File: src/rtl/fetch_pkg.sv
// Shared definitions for the instruction-fetch prefetch queue:
// FSM state encoding and default PC constants.
package fetch_pkg;

  typedef enum logic [1:0] {
    IDLE  = 2'd0,
    FETCH = 2'd1,
    DROP  = 2'd2
  } fetch_state_e;

  localparam int DEFAULT_PC_STEP  = 4;
  localparam int DEFAULT_RESET_PC = 0;

endpackage

File: src/rtl/sync_fifo.sv
// Synchronous FIFO holding {pc, instr} entries for the prefetch queue.
// Combinational read of the head entry; flush empties the queue in one cycle.
// Only the pointers and count are reset; the storage array is not.
module sync_fifo #(
  parameter int DEPTH = 4,
  parameter int WIDTH = 64
) (
  input  logic                     clk,
  input  logic                     rst,
  input  logic                     flush,
  input  logic                     push,
  input  logic [WIDTH-1:0]         wdata,
  input  logic                     pop,
  output logic [WIDTH-1:0]         rdata,
  output logic [$clog2(DEPTH):0]   count
);

  localparam int AW = $clog2(DEPTH);
  localparam logic [AW:0] DEPTH_C = (AW+1)'(DEPTH);

  logic [WIDTH-1:0] mem [DEPTH];
  logic [AW-1:0]    wr_ptr;
  logic [AW-1:0]    rd_ptr;
  logic             full;
  logic             do_push;
  logic             do_pop;

  assign full    = (count == DEPTH_C);
  assign do_pop  = pop && (count != '0);
  // A push into a full queue is only legal when the head leaves the same cycle.
  assign do_push = push && (!full || do_pop);
  assign rdata   = mem[rd_ptr];

  // Pointer and occupancy control; flush behaves like reset.
  always_ff @(posedge clk) begin
    if (rst || flush) begin
      wr_ptr <= '0;
      rd_ptr <= '0;
      count  <= '0;
    end else begin
      if (do_push) wr_ptr <= wr_ptr + AW'(1);
      if (do_pop)  rd_ptr <= rd_ptr + AW'(1);
      count <= count + (AW+1)'(do_push) - (AW+1)'(do_pop);
    end
  end

  // Entry storage write.
  always_ff @(posedge clk) begin
    if (do_push) mem[wr_ptr] <= wdata;
  end

endmodule

File: src/rtl/fetch_prefetch_queue.sv
// Instruction prefetch queue: a single-outstanding-request fetch FSM
// (IDLE/FETCH/DROP) feeding a sync_fifo of {pc, instr} toward decode.
// Optional feature macro: FETCH_BYPASS_EN -- when defined, a response that
// arrives while the queue is empty is presented to decode in the same cycle.
module fetch_prefetch_queue
  import fetch_pkg::*;
#(
  parameter int                  PC_WIDTH = 32,
  parameter int                  IWIDTH   = 32,
  parameter int                  DEPTH    = 4,
  parameter logic [PC_WIDTH-1:0] RESET_PC = PC_WIDTH'(DEFAULT_RESET_PC),
  parameter int                  PC_STEP  = DEFAULT_PC_STEP
) (
  input  logic                      f_clk,
  input  logic                      f_rst,
  input  logic                      f_i_ce,
  input  logic                      f_i_redirect,
  input  logic [PC_WIDTH-1:0]       f_i_redirect_pc,
  output logic                      f_o_imem_req,
  output logic [PC_WIDTH-1:0]       f_o_imem_addr,
  input  logic                      f_i_imem_ack,
  input  logic [IWIDTH-1:0]         f_i_imem_data,
  output logic                      f_o_valid,
  output logic [IWIDTH-1:0]         f_o_instr,
  output logic [PC_WIDTH-1:0]       f_o_pc,
  input  logic                      f_i_ready,
  output logic [$clog2(DEPTH):0]    f_o_count
);

  localparam int            CW      = $clog2(DEPTH) + 1;
  localparam logic [CW-1:0] DEPTH_C = CW'(DEPTH);

  fetch_state_e               state, state_n;
  logic [PC_WIDTH-1:0]        fetch_pc, fetch_pc_n;
  logic [PC_WIDTH-1:0]        drop_addr, drop_addr_n;
  logic                       push, pop, flush;
  logic [CW-1:0]              cnt, cnt_after;
  logic [PC_WIDTH+IWIDTH-1:0] head;
  logic                       head_vld;
  logic                       byp;

  sync_fifo #(
    .DEPTH (DEPTH),
    .WIDTH (PC_WIDTH + IWIDTH)
  ) u_fifo (
    .clk   (f_clk),
    .rst   (f_rst),
    .flush (flush),
    .push  (push),
    .wdata ({fetch_pc, f_i_imem_data}),
    .pop   (pop),
    .rdata (head),
    .count (cnt)
  );

`ifdef FETCH_BYPASS_EN
  assign byp = (state == FETCH) && f_i_imem_ack && !f_i_redirect &&
               (cnt == '0) && !f_rst;
`else
  assign byp = 1'b0;
`endif

  assign head_vld = (cnt != '0) && !f_rst;

  // Decode-facing outputs; instr/pc forced to zero when nothing is valid.
  always_comb begin
    f_o_valid = head_vld || byp;
    f_o_instr = '0;
    f_o_pc    = '0;
    if (head_vld) begin
      f_o_pc    = head[PC_WIDTH+IWIDTH-1:IWIDTH];
      f_o_instr = head[IWIDTH-1:0];
    end else if (byp) begin
      f_o_pc    = fetch_pc;
      f_o_instr = f_i_imem_data;
    end
  end

  // Memory-side outputs; in DROP the abandoned request address stays held.
  always_comb begin
    f_o_imem_req  = !f_rst && ((state == FETCH) || (state == DROP));
    f_o_imem_addr = fetch_pc;
    if (f_rst)               f_o_imem_addr = RESET_PC;
    else if (state == DROP)  f_o_imem_addr = drop_addr;
    f_o_count = f_rst ? '0 : cnt;
  end

  // Next-state, PC and queue-control logic; redirect outranks push and pop.
  always_comb begin
    state_n     = state;
    fetch_pc_n  = fetch_pc;
    drop_addr_n = drop_addr;
    flush       = 1'b0;
    push        = 1'b0;
    pop         = (cnt != '0) && f_i_ready && !f_i_redirect;
    cnt_after   = cnt;
    if (f_i_redirect) begin
      flush      = 1'b1;
      fetch_pc_n = f_i_redirect_pc;
      unique case (state)
        IDLE:  state_n = f_i_ce ? FETCH : IDLE;
        FETCH: begin
          if (f_i_imem_ack) begin
            state_n = f_i_ce ? FETCH : IDLE;
          end else begin
            state_n     = DROP;
            drop_addr_n = fetch_pc;
          end
        end
        DROP:  if (f_i_imem_ack) state_n = f_i_ce ? FETCH : IDLE;
        default: state_n = IDLE;
      endcase
    end else begin
      unique case (state)
        IDLE: if (f_i_ce && (cnt < DEPTH_C)) state_n = FETCH;
        FETCH: begin
          if (f_i_imem_ack) begin
            push       = !(byp && f_i_ready);
            fetch_pc_n = fetch_pc + PC_WIDTH'(PC_STEP);
            cnt_after  = cnt + CW'(push) - CW'(pop);
            state_n    = (f_i_ce && (cnt_after < DEPTH_C)) ? FETCH : IDLE;
          end
        end
        DROP: if (f_i_imem_ack) state_n = f_i_ce ? FETCH : IDLE;
        default: state_n = IDLE;
      endcase
    end
  end

  // FSM and PC registers.
  always_ff @(posedge f_clk) begin
    if (f_rst) begin
      state     <= IDLE;
      fetch_pc  <= RESET_PC;
      drop_addr <= RESET_PC;
    end else begin
      state     <= state_n;
      fetch_pc  <= fetch_pc_n;
      drop_addr <= drop_addr_n;
    end
  end

endmodule
File: config.mk
export PLATFORM = sky130hd
export DESIGN_NAME = fetch_prefetch_queue
export DESIGN_NICKNAME = d
export VERILOG_FILES = /design/src/rtl/fetch_pkg.sv /design/src/rtl/sync_fifo.sv /design/src/rtl/fetch_prefetch_queue.sv
export SDC_FILE = /design/constraint.sdc
export NUM_CORES = 1
export LEC_CHECK = 0
export BUFFER_PORTS_ARGS = -buffer_cell sky130_fd_sc_hd__clkbuf_2
export CAP_MARGIN = 20
export CORE_ASPECT_RATIO = 1.2
export CORE_UTILIZATION = 23
export DETAILED_ROUTE_END_ITERATION = 10
export PLACE_DENSITY = 0.43
export SYNTH_ARGS = -nofsm -noshare
export SYNTH_HDL_FRONTEND = slang
export SYNTH_SLANG_ARGS = --single-unit
File: constraint.sdc
create_clock -name f_clk -period 3.1 [get_ports f_clk]
set_input_delay 0.62 -clock f_clk [delete_from_list [all_inputs] [get_ports f_clk]]
set_output_delay 0.62 -clock f_clk [all_outputs]
set_load 0.1 [all_outputs]
# --- After elaboration in Yosys (flattened, before gate mapping) ---
# Memory sizes are Yosys's and may differ from the RTL's. A register that Yosys moved wholly into a read port is not among the register bits.
# Cells that the tools add are included.
totals:
  output_inout_bits: 101
  input_bits: 70
  reg_bits: 73
  n_memories: 1
  mem_bits_rw: 256
memory_table:
  columns: ["name", "words", "word_bits", "read_ports", "rd_ports_with_merged_regs", "write_ports", "line_no", "rtl"]
  rows:
  - ["u_fifo.mem", 4, 64, 1, 1, 1, "sync_fifo.sv:21", "logic [WIDTH-1:0] mem [DEPTH];"]
op_classes:
  n_bitwise: 1
  n_lt_le_gt_ge: 2
  n_reduce_logical: 21
  muxes: 25
  eq_ne: 5
  n_addsub: 7
op_table:
  columns: ["operator", "n"]
  rows:
  - ["2-to-1 mux 32 bit", 7]
  - ["adder 32 x 3 -> 32 bit, second input constant", 1]
  - ["2-to-1 mux 2 bit", 7]
  - ["one-hot mux 2 bit (3 select lines)", 2]
  - ["logical AND 1 bit", 8]
  - ["2-to-1 mux 1 bit", 8]
  - ["less-than comparator 3 bit, second input constant", 2]
  - ["!= test 3 bit, second input constant", 2]
  - ["subtractor 3 x 1 -> 3 bit", 2]
  - ["adder 2 x 1 -> 2 bit, second input constant", 2]
  - ["AND reduction 2 bit", 2]
  - ["nonzero test 2 bit", 2]
  - ["adder 3 x 1 -> 3 bit", 1]
  - ["adder 3 x 1 -> 3 bit, second input constant", 1]
  - ["== test 3 bit, second input constant", 1]
  - ["zero test 1 bit", 3]
  - ["logical OR 1 bit", 3]
  - ["2-to-1 mux 3 bit", 1]
  - ["AND reduction 3 bit", 1]
  - ["nonzero test 3 bit", 1]
  - ["== test 2 x 1 -> 1 bit, second input constant", 1]
  - ["== test 2 bit, second input constant", 1]
  - ["zero test 2 bit", 1]
  - ["NOT 1 bit", 1]

# --- Logic depth before layout (Yosys ltp) ---
# Gate-level depths: netlist of the first run.
depth:
  word_depth: 10
  mapped_depth: 11

# --- By module ---
# From an unflattened synthesis of the first run, not the netlist that was laid out.
unflattened:
  hier_cells: 899
  hier_area_um2: 13624.3
modules_own_cells:
  columns: ["module", "cells_each", "instances", "seq_area_each_um2", "area_each_um2"]
  rows:
  - ["sync_fifo", 380, 1, 7867.5, 9678.0]
  - ["fetch_prefetch_queue", 519, 1, 1321.3, 3946.3]

# --- Worst setup path before layout of the first run ---
# Ideal clock, no wire load.
synth_timing:
  kind: "input port to output port"
  start: "in f_rst"
  end: "out f_o_pc[22]"
  required_ns: 2.480
  slack_ns: -0.253
  arrival_ns: 2.733
  stages: 4
  cell_sequence: "clkbuf_1 -> nor2_1 -> clkbuf_1 -> and2_1"
synth_between:
  elab_chain_len: 3
synth_rtl:
  columns: ["item", "line_no", "rtl"]
  rows:
  - ["start, declared", "fetch_prefetch_queue.sv:15", "input logic f_rst,"]
  - ["zero test 1 bit", "fetch_prefetch_queue.sv:63", "assign head_vld = (cnt != '0) && !f_rst;"]
  - ["logical AND 1 bit", "fetch_prefetch_queue.sv:63", null]
  - ["via f_o_valid", "fetch_prefetch_queue.sv:23", "output logic f_o_valid,"]
  - ["2-to-1 mux 32 bit", "fetch_prefetch_queue.sv:70", "if (head_vld) begin"]
  - ["end, declared", "fetch_prefetch_queue.sv:25", "output logic [PC_WIDTH-1:0] f_o_pc,"]
# The timed path passes the listed nets, and every way through them passes these cells.

# --- Worst setup path after layout of the first run ---
layout_timing:
  start: "reg state[0]"
  end: "out f_o_imem_addr[28]"
layout_between:
  elab_chain_len: 3
layout_rtl:
  columns: ["item", "line_no", "rtl"]
  rows:
  - ["start, declared", "fetch_prefetch_queue.sv:33", "fetch_state_e state, state_n;"]
  - ["start signal, assigned", "fetch_prefetch_queue.sv:137", "state <= state_n;"]
  - ["== test 2 bit", "fetch_prefetch_queue.sv:84", "else if (state == DROP) f_o_imem_addr = drop_addr;"]
  - ["2-to-1 mux 32 bit", "fetch_prefetch_queue.sv:84", null]
  - ["2-to-1 mux 32 bit", "fetch_prefetch_queue.sv:83", "if (f_rst) f_o_imem_addr = RESET_PC;"]
  - ["end, declared", "fetch_prefetch_queue.sv:20", "output logic [PC_WIDTH-1:0] f_o_imem_addr,"]
# No other way between the ends.

==> impl_metrics.py, run 1 <==
metrics = {
    "logic_synthesis": {
        "synth_top_area_cell": "edfxtp_1",
        "synthCells": 927,
        "synth-main-ff-cell": "edfxtp_1",
        "synth_fp_nets": 1009,
        "synth_area_per_cell_sq_um": 14.9,
        "synth_enable_flop_cells": 256,
        "synth.area.top_cells": "edfxtp_1 56%, dfxtp_1 11%, mux4_2 10%, and2_1 3.2%, mux2i_1 2.8%",
        "netlist_area_sq_um": 13800,
        "yosys_warnings": 0,
        "post-synth-top-area-fraction": 0.558,
        "yosysUniqueCellTypes": 52,
        "ys_seq_elements": 331,
        "yosysSeqAreaShare": 0.667,
        "async_flop_share": 0,
    },
    "clocking": {
        "cts.sinks": 331,
        "cts-buffers-inserted": 37,
        "cts_setup_buffers": 0,
        "clock_latency_ns": 0.54,
        "cts_tree": "yes",
        "ctsHoldBuffers": 0,
        "cts_max_level": 2,
        "cts.clk_slew.worst_paths_ns": 0.06,
        "ctsRootBufferMaster": "clkbuf_16",
        "clock_path_buffers": 3,
    },
    "drt": {
        "via_per_inst": 4.18,
        "wl_per_cell_um": 19.3,
        "drc": 0,
        "firstDrtPassIters": 5,
        "drtIter0Drc": 308,
        "wl_mm": 37.2,
        "vias": 8051,
        "ant_nets": 0,
    },
    "pwr": {
        "power.density_nw_per_um2": 562,
        "p_sw_mw": 2.34,
        "leakage_nw": 5.91,
        "combinationalPowerShare": 0.068,
        "seqPwrFrac": 0.488,
        "switching_share": 0.231,
        "power_mw": 10.1,
        "ir_drop_uv": 274,
        "internal_power_mw": 7.79,
        "p_clk_frac": 0.445,
    },
    "sta": {
        "hold_ws_ns": 0.302,
        "finalSetupTns_ns": 0,
        "rsz0062_at_grt": "false",
        "post-route-period-util": 0.954,
        "timing.fmax_mhz": 338,
        "tightest_slew_ns": 0.769,
        "setup_viol": 0,
        "hold_viol": 0,
        "fin_crit_ns": 2.96,
        "slew_headroom": 0.488,
        "drv_slew": 0,
        "finalClockSkew_ns": 0.0218,
        "fin_ws_ns": 0.142,
    },
    "worst_setup_path": {
        "path_class": "reg2out",
        "worstPathArrival_ns": 2.34,
        "crit_path_start_kind": "register",
        "slowest_delay_ns": 0.46,
        "slowest_stage": "clkbuf_2",
        "crit_chain": "inv_1, ha_2, buf_12, mux2i_1, nor2_2, clkbuf_2",
        "required_ns": 2.48,
        "critPathBufInv": 3,
        "cp_top_family": "buffers and inverters",
        "crit_fanout": 20,
        "r2r_setup_slack_ns": 0.70,
        "critPathCaptureType": "output port",
    },
    "finish": {
        "final_util": 0.306,
        "num-fill-cells": 5928,
        "drive_gt1_frac": 0.335,
        "mostFrequentLayoutCell": "edfxtp_1",
        "area_growth_pct": 30.7,
        "layout.nets": 1190,
        "multi_input_area_sq_um": 4340,
        "antenna_cells": 0,
        "final_cell_mix": "256 x edfxtp_1, 90 x nand2_1, 84 x clkbuf_2, 73 x dfxtp_1, 71 x buf_12",
        "register_area_sq_um": 9200,
    },
    "place": {
        "dpl.hpwl_mm": 25.1,
        "portBuffers": 170,
        "dpl_worst_slack_ns": 0.516,
        "place_congestion": 0.714,
    },
    "grt": {
        "grt_remaining_overflow": 0,
        "grt_max_degree": 61,
        "track_usage": 0.125,
        "antenna_found_initial": 2,
        "grt_pass1_vias": 8434,
        "grt_pass1_wl_mm": 56.1,
    },
    "flow_run": {
        "drv_cap": 0,
    },
    "floorplanning": {
        "num_rows": 97,
        "fp.dieH_um": 270,
        "die-width_um": 225,
        "core_sq_um": 58700,
        "num_io_pins": 171,
        "start_util": 0.234,
        "die_area_sq_um": 60900,
    },
    "run_status": {
        "status": "completed",
    },
    "worst_hold_path": {
        "hold_path.class": "in2reg",
    },
}
## worst register-to-register path, cell delays in order (launching register included)
cell      delay [ns]
dfxtp_1         0.41
nor3_1          0.39
nand2b_1        0.22
nor2_1          0.06
ha_1            0.26
inv_1           0.04
ha_1            0.18
fa_1            0.38
xnor2_1         0.17
xnor2_1         0.13
nor2_1          0.05
## registers in the layout, indices dropped and copies added (netlist names), named ones only
register and cells:
u_fifo.count 3, u_fifo.rd_ptr 2, u_fifo.wr_ptr 2, drop_addr 32, state 2, u_fifo.mem 256
fetch_pc 32
## through the flow
stage                     instances  instance area (sq um)
after floorplan                 927                  13900
after global placement         1861                  16700
after detailed placement       1861                  16700
after CTS                      1925                  18000
after global routing           1925                  18000
final                          1925                  18000
## cell families after synthesis
| group | count (synthesis) | share of synthesized area |
|---|---|---|
| adder cells (fa/ha/maj) | 12 | 0.0114 |
| multiplexers | 102 | 0.132 |
| flip-flops | 331 | 0.667 |
| buffers and inverters | 79 | 0.0249 |
| AND/OR/NAND/NOR | 289 | 0.109 |
| XOR/XNOR | 32 | 0.0203 |
| AO/OA/AOI/OAI | 82 | 0.0345 |
## timing repair
item,CTS,global route
setup endpoints to repair,8,20
resized for setup,8,23
pin swaps,0,0
## Yosys cell counts (4+ instances only)
library cell / count
a211oi_1: 14
a21oi_1: 50
and2_1: 70
and4_1: 5
buf_2: 12
clkbuf_1: 42
dfxtp_1: 75
edfxtp_1: 256
ha_1: 11
inv_1: 15
mux2i_1: 38
mux4_2: 64
nand2_1: 90
nand3_1: 7
nand4_1: 4
nor2_1: 69
nor3_1: 11
nor4_2: 7
o21ai_0: 8
xnor2_1: 27
xor2_1: 5
## layer usage
layer,routed length (um),track usage
met2,18500,0.212
met4,674,0.0338
met3,1510,0.0239
met5,20,0
met1,16400,0.160
## area by class of cell
| class | instances | area share |
|---|---|---|
| sequential | 331 | 0.511 |
| multi-input combinational | 517 | 0.241 |
| timing repair buffer | 205 | 0.121 |
| clock buffer | 44 | 0.0558 |
| tap | 792 | 0.0551 |
| clock inverter | 20 | 0.0128 |
| inverter | 16 | 0.00334 |
## power by group through the flow
stage | clock, mW | sequential [mW] | combinational, mW
finish | 4.50 | 4.93 | 0.688
global route | 4.80 | 4.95 | 0.738
CTS | 4.66 | 4.94 | 0.705
detailed placement | 0 | 5.03 | 0.701
global placement | 0 | 5.03 | 0.699
floorplan | 0 | 4.99 | 0.465
## path summary, 6_finish.rpt
path                                            startpoint                          end  cells after the start
worst max-delay path                 state[0]$_SDFFE_PP0P_            f_o_imem_addr[28]                      6
worst min-delay path                     f_i_imem_data[28]  u_fifo.mem[1][28]$_DFFE_PP_                      1
worst max register to register  u_fifo.count[2]$_SDFF_PP0_   u_fifo.count[2]$_SDFF_PP0_                     10
worst min register to register  drop_addr[27]$_SDFFE_PP0P_   drop_addr[27]$_SDFFE_PP0P_                      2
Note: power is estimated with default switching activity, not from simulation.
==> run 2, diff against run 1 <==
CTS_CLUSTER_DIAMETER = 150   (was unset)
MAX_ROUTING_LAYER = met4   (was unset)
==> run 2 against run 1 <==
Net effect: clock-buffer cell count stayed put; setup slack got worse by 0.0039 ns; flip-flop and latch count unchanged; first-iteration DRC count grew 17%; core utilization is essentially flat; clock skew shrank 0.00083 ns; register-to-register slack about the same; fmax is 0.13% lower; largest cell class unchanged; largest power group unchanged.
==> impl_metrics.py, run 2 (synthesis gave the netlist of run 1 again) <==
metrics = {
    "sta": {
        "timing.fmax_mhz": 338,
        "finalClockSkew_ns": 0.0210,
        "slew_headroom": 0.482,
        "hold_viol": 0,
        "tightest_slew_ns": 0.776,
        "drv_slew": 0,
        "hold_ws_ns": 0.299,
        "rsz0062_at_grt": "false",
        "setup_viol": 0,
        "fin_ws_ns": 0.138,
        "fin_crit_ns": 2.96,
        "post-route-period-util": 0.955,
    },
    "clocking": {
        "cts_max_level": 2,
        "cts.sinks": 331,
        "cts_tree": "yes",
        "cts.clk_slew.worst_paths_ns": 0.06,
        "cts_setup_buffers": 0,
        "cts_resized": 8,
        "ctsHoldBuffers": 0,
        "ctsRootBufferMaster": "clkbuf_16",
        "cts-buffers-inserted": 37,
        "clock_path_buffers": 3,
        "clock_latency_ns": 0.54,
    },
    "finish": {
        "layout.nets": 1190,
        "drive_gt1_frac": 0.335,
        "num-fill-cells": 5927,
        "mostFrequentLayoutCell": "edfxtp_1",
        "regMostFlops": "u_fifo.mem",
        "largest_reg_flops": 256,
        "reg.largest.list": "u_fifo.mem (256), drop_addr (32), fetch_pc (32)",
        "final_cell_mix": "256 x edfxtp_1, 90 x nand2_1, 83 x clkbuf_2, 73 x dfxtp_1, 71 x buf_12",
        "area_growth_pct": 30.7,
    },
    "grt": {
        "grt_remaining_overflow": 0,
        "grt_pass1_vias": 8446,
        "grt_pass1_wl_mm": 56.1,
        "antenna_found_initial": 2,
        "grt_max_degree": 61,
        "track_usage": 0.128,
    },
    "worst_setup_path": {
        "path_class": "reg2out",
        "critPathCaptureType": "output port",
        "reg2regPathDepth": 10,
        "slowest_delay_ns": 0.44,
        "crit_path_start_kind": "register",
        "required_ns": 2.48,
        "crit_fanout": 20,
        "worstPathArrival_ns": 2.34,
        "crit_chain": "inv_1, ha_2, buf_12, mux2i_1, nor2_2, buf_2",
        "slowest_stage": "buf_2",
    },
    "place": {
        "dpl.hpwl_mm": 25.1,
        "dpl_worst_slack_ns": 0.516,
        "portBuffers": 170,
        "place_congestion": 0.722,
    },
    "floorplanning": {
        "num_rows": 97,
        "num_io_pins": 171,
        "fp.dieH_um": 270,
        "core_sq_um": 58700,
        "start_util": 0.234,
        "die-width_um": 225,
        "die_area_sq_um": 60900,
    },
    "drt": {
        "wl_per_cell_um": 19.3,
        "vias": 8050,
        "drtIter0Drc": 359,
        "firstDrtPassIters": 4,
        "drc": 0,
        "wl_met3_mm": 1.47,
        "top_layer_used": "met4",
        "ant_nets": 0,
        "wl_mm": 37.2,
        "via_per_inst": 4.18,
        "wl_met2_mm": 18.6,
        "wl_met1_mm": 16.5,
    },
    "flow_run": {
        "drv_cap": 0,
    },
    "run_status": {
        "status": "completed",
    },
    "pwr": {
        "power_mw": 10.1,
        "power.density_nw_per_um2": 562,
        "leakage_nw": 5.91,
        "ir_drop_uv": 277,
    },
    "worst_hold_path": {
        "hold_path.class": "in2reg",
        "whs_path_depth": 1,
    },
}
-- run 2: changes by cell type in the layout (fill, tap and decap cells not counted) --
cell / before / now
clkbuf_4: 11 / 13
buf_2: 17 / 16
diode_2: 0 / 2
clkbuf_2: 84 / 83
-- run 2: per-stage QoR --
step / TNS (ns) / instance area (sq um) / std cells / utilization
2_1_floorplan: -0.0750 / 13900 / 927 / -
3_3_place_gp: 0 / 16700 / 1861 / 0.285
3_5_place_dp: 0 / 16700 / 1861 / 0.285
4_1_cts: 0 / 18000 / 1925 / 0.306
5_1_grt: 0 / 18000 / 1927 / 0.307
6_report: 0 / 18000 / 1927 / 0.307
-- run 2: per-layer routing --
metal,vias to the layer above,global-route usage
met4,0,0.0338
met1,4061,0.160
met2,150,0.212
met5,-,-
li1,3800,-
met3,39,0.0238
-- run 2: worst max-delay path, delay by kind of cell (launching register included) --
family | cells | cell delay (ns)
buffers and inverters | 3 | 0.77
adder cells (fa/ha/maj) | 1 | 0.38
flip-flops | 1 | 0.36
AND/OR/NAND/NOR | 1 | 0.14
multiplexers | 1 | 0.12
-- run 2: power by group --
group / internal [mW] / switching (mW)
clock network: 2.72 / 1.78
registers: 4.85 / 0.0884
logic: 0.215 / 0.474
-- run 2: cell type report --
| class | instances | area [sq um] | share of cell area |
|---|---|---|---|
| Antenna cell | 2 | 5.00 | 0.000278 |
| Clock buffer | 44 | 1000 | 0.0558 |
| Clock inverter | 20 | 230 | 0.0128 |
| Inverter | 16 | 60.1 | 0.00334 |
| Multi-Input combinational cell | 517 | 4340 | 0.241 |
| Sequential cell | 331 | 9200 | 0.511 |
| Tap cell | 792 | 991 | 0.0550 |
| Timing Repair Buffer | 205 | 2180 | 0.121 |
-- run 2: final timing paths --
kind,to,slack [ns],start
hold / removal,u_fifo.mem[0][9]$_DFFE_PP_,0.30,f_i_imem_data[9]
hold reg to reg,drop_addr[7]$_SDFFE_PP0P_,0.45,drop_addr[7]$_SDFFE_PP0P_
setup / recovery,f_o_imem_addr[14],0.14,state[0]$_SDFFE_PP0P_
setup reg to reg,u_fifo.count[2]$_SDFF_PP0_,0.70,u_fifo.count[2]$_SDFF_PP0_
==> run 3, diff against run 2 <==
PLACE_DENSITY = 0.42   (was 0.43)
clock period = 3.4 ns   (was 3.1 ns; I/O delays follow)
==> run 3 against run 2 <==
Net effect: clock-buffer cell count increased by 4; die area unchanged; global-route usage increased by 0.11 points; critical path depth stayed put; core utilization shrank 0.54 points; clock skew up 0.0055 ns; sequential share of layout area up 0.91 points; critical path type unchanged.
==> impl_metrics.py, run 3 (synthesis gave the netlist of run 1 again) <==
metrics = {
    "run_status": {
        "status": "completed",
    },
    "finish": {
        "register_area_sq_um": 9200,
        "final_util": 0.301,
        "reg.largest.list": "u_fifo.mem (256), drop_addr (32), fetch_pc (32)",
        "mostFrequentLayoutCell": "edfxtp_1",
        "area_growth_pct": 28.4,
        "drive_gt1_frac": 0.305,
        "regMostFlops": "u_fifo.mem",
        "multi_input_area_sq_um": 4270,
        "layout.nets": 1187,
        "num-fill-cells": 5980,
        "largest_reg_flops": 256,
        "final_cell_mix": "256 x edfxtp_1, 119 x clkbuf_2, 90 x nand2_1, 73 x dfxtp_1, 67 x nor2_1",
    },
    "worst_hold_path": {
        "hold_path.class": "in2reg",
    },
    "worst_setup_path": {
        "required_ns": 2.72,
        "worstPathArrival_ns": 2.53,
        "slowest_stage": "clkbuf_2",
        "crit_chain": "inv_1, ha_2, buf_4, mux2i_1, nor2_1, clkbuf_2",
        "critPathBufInv": 3,
        "crit_fanout": 11,
        "cp_top_family": "buffers and inverters",
        "slowest_delay_ns": 0.51,
        "path_class": "reg2out",
        "crit_path_start_kind": "register",
        "critPathCaptureType": "output port",
    },
    "floorplanning": {
        "die-width_um": 225,
        "num_io_pins": 171,
        "num_rows": 97,
        "fp.dieH_um": 270,
        "core_sq_um": 58700,
        "start_util": 0.234,
        "die_area_sq_um": 60900,
    },
    "pwr": {
        "leakage_nw": 5.83,
        "power_mw": 9.16,
        "ir_drop_uv": 288,
        "power.density_nw_per_um2": 518,
    },
    "drt": {
        "vias": 8094,
        "drtIter0Drc": 364,
        "via_per_inst": 4.19,
        "drc": 0,
        "wl_per_cell_um": 19.7,
        "firstDrtPassIters": 4,
        "wl_mm": 38.0,
        "ant_nets": 0,
    },
    "clocking": {
        "ctsHoldBuffers": 0,
        "clock_path_buffers": 3,
        "cts_tree": "yes",
        "cts_resized": 0,
        "cts_max_level": 2,
        "cts_setup_buffers": 0,
        "cts.sinks": 331,
        "cts.clk_slew.worst_paths_ns": 0.06,
        "cts-buffers-inserted": 38,
        "ctsRootBufferMaster": "clkbuf_16",
        "clock_latency_ns": 0.56,
    },
    "sta": {
        "slew_headroom": 0.462,
        "post-route-period-util": 0.943,
        "fin_crit_ns": 3.21,
        "drv_slew": 0,
        "finalClockSkew_ns": 0.0265,
        "rsz0062_at_grt": "false",
        "setup_viol": 0,
        "hold_ws_ns": 0.334,
        "fin_ws_ns": 0.195,
        "hold_viol": 0,
        "timing.fmax_mhz": 312,
        "finalSetupTns_ns": 0,
        "tightest_slew_ns": 0.808,
    },
    "grt": {
        "grt_max_degree": 80,
        "antenna_found_initial": 5,
        "grt_pass1_vias": 8363,
        "grt_pass1_wl_mm": 56.0,
        "track_usage": 0.129,
        "grt_remaining_overflow": 0,
    },
    "place": {
        "dpl_worst_slack_ns": 0.710,
        "place_congestion": 0.684,
        "dpl.hpwl_mm": 24.7,
        "portBuffers": 170,
    },
    "flow_run": {
        "drv_cap": 0,
    },
}
run 3: cell count changes in the layout (fill, tap and decap cells not counted), moves of 4 or more:
| cell | previous run | this run |
|---|---|---|
| nor2_1 | 37 | 67 |
| buf_12 | 71 | 58 |
| clkbuf_2 | 83 | 119 |
| nor2_2 | 31 | 1 |
| clkbuf_1 | 4 | 8 |
| clkbuf_4 | 13 | 0 |
| buf_2 | 16 | 0 |
run 3: metrics by stage:
stage                     instances  cell area [sq um]
after global placement         1857              16400
after global routing           1930              17700
after CTS                      1926              17700
after detailed placement       1857              16400
after floorplan                 927              13800
final                          1930              17700
run 3: worst paths after layout:
path,start,slack [ns],cells past startpoint,end
hold reg to reg,drop_addr[21]$_SDFFE_PP0P_,0.45,2,drop_addr[21]$_SDFFE_PP0P_
setup reg to reg,state[0]$_SDFFE_PP0P_,1.02,6,u_fifo.mem[1][10]$_DFFE_PP_
setup / recovery,state[0]$_SDFFE_PP0P_,0.19,6,f_o_imem_addr[30]
hold / removal,f_i_imem_data[23],0.33,1,u_fifo.mem[1][23]$_DFFE_PP_
run 3: per-layer routing:
| metal | wire, um | vias to the layer above | track usage |
|---|---|---|---|
| met4 | 794 | 0 | 0.0358 |
| met2 | 19200 | 178 | 0.214 |
| met1 | 16100 | 4063 | 0.158 |
| met3 | 1940 | 52 | 0.0286 |
| met5 | 0 | - | - |
| li1 | - | 3801 | - |
run 3: area by class of cell:
| type | count | area share |
|---|---|---|
| Antenna cell | 4 | 0.000566 |
| Clock buffer | 48 | 0.0570 |
| Clock inverter | 21 | 0.0126 |
| Inverter | 16 | 0.00339 |
| Multi-Input combinational cell | 517 | 0.241 |
| Sequential cell | 331 | 0.520 |
| Tap cell | 792 | 0.0560 |
| Timing Repair Buffer | 201 | 0.109 |
run 3: power by group:
| group | internal [mW] | switching (mW) |
|---|---|---|
| clock network | 2.36 | 1.69 |
| logic | 0.185 | 0.432 |
| registers | 4.42 | 0.0714 |
| total | 6.96 | 2.20 |
run 3: worst reg2reg max path, cell delays in order, from the launching register on:
cell     delay (ns)
dfxtp_1        0.40
ha_1           0.29
nand2_1        0.22
nor3_1         0.18
buf_4          0.18
and2_4         0.46
buf_12         0.30
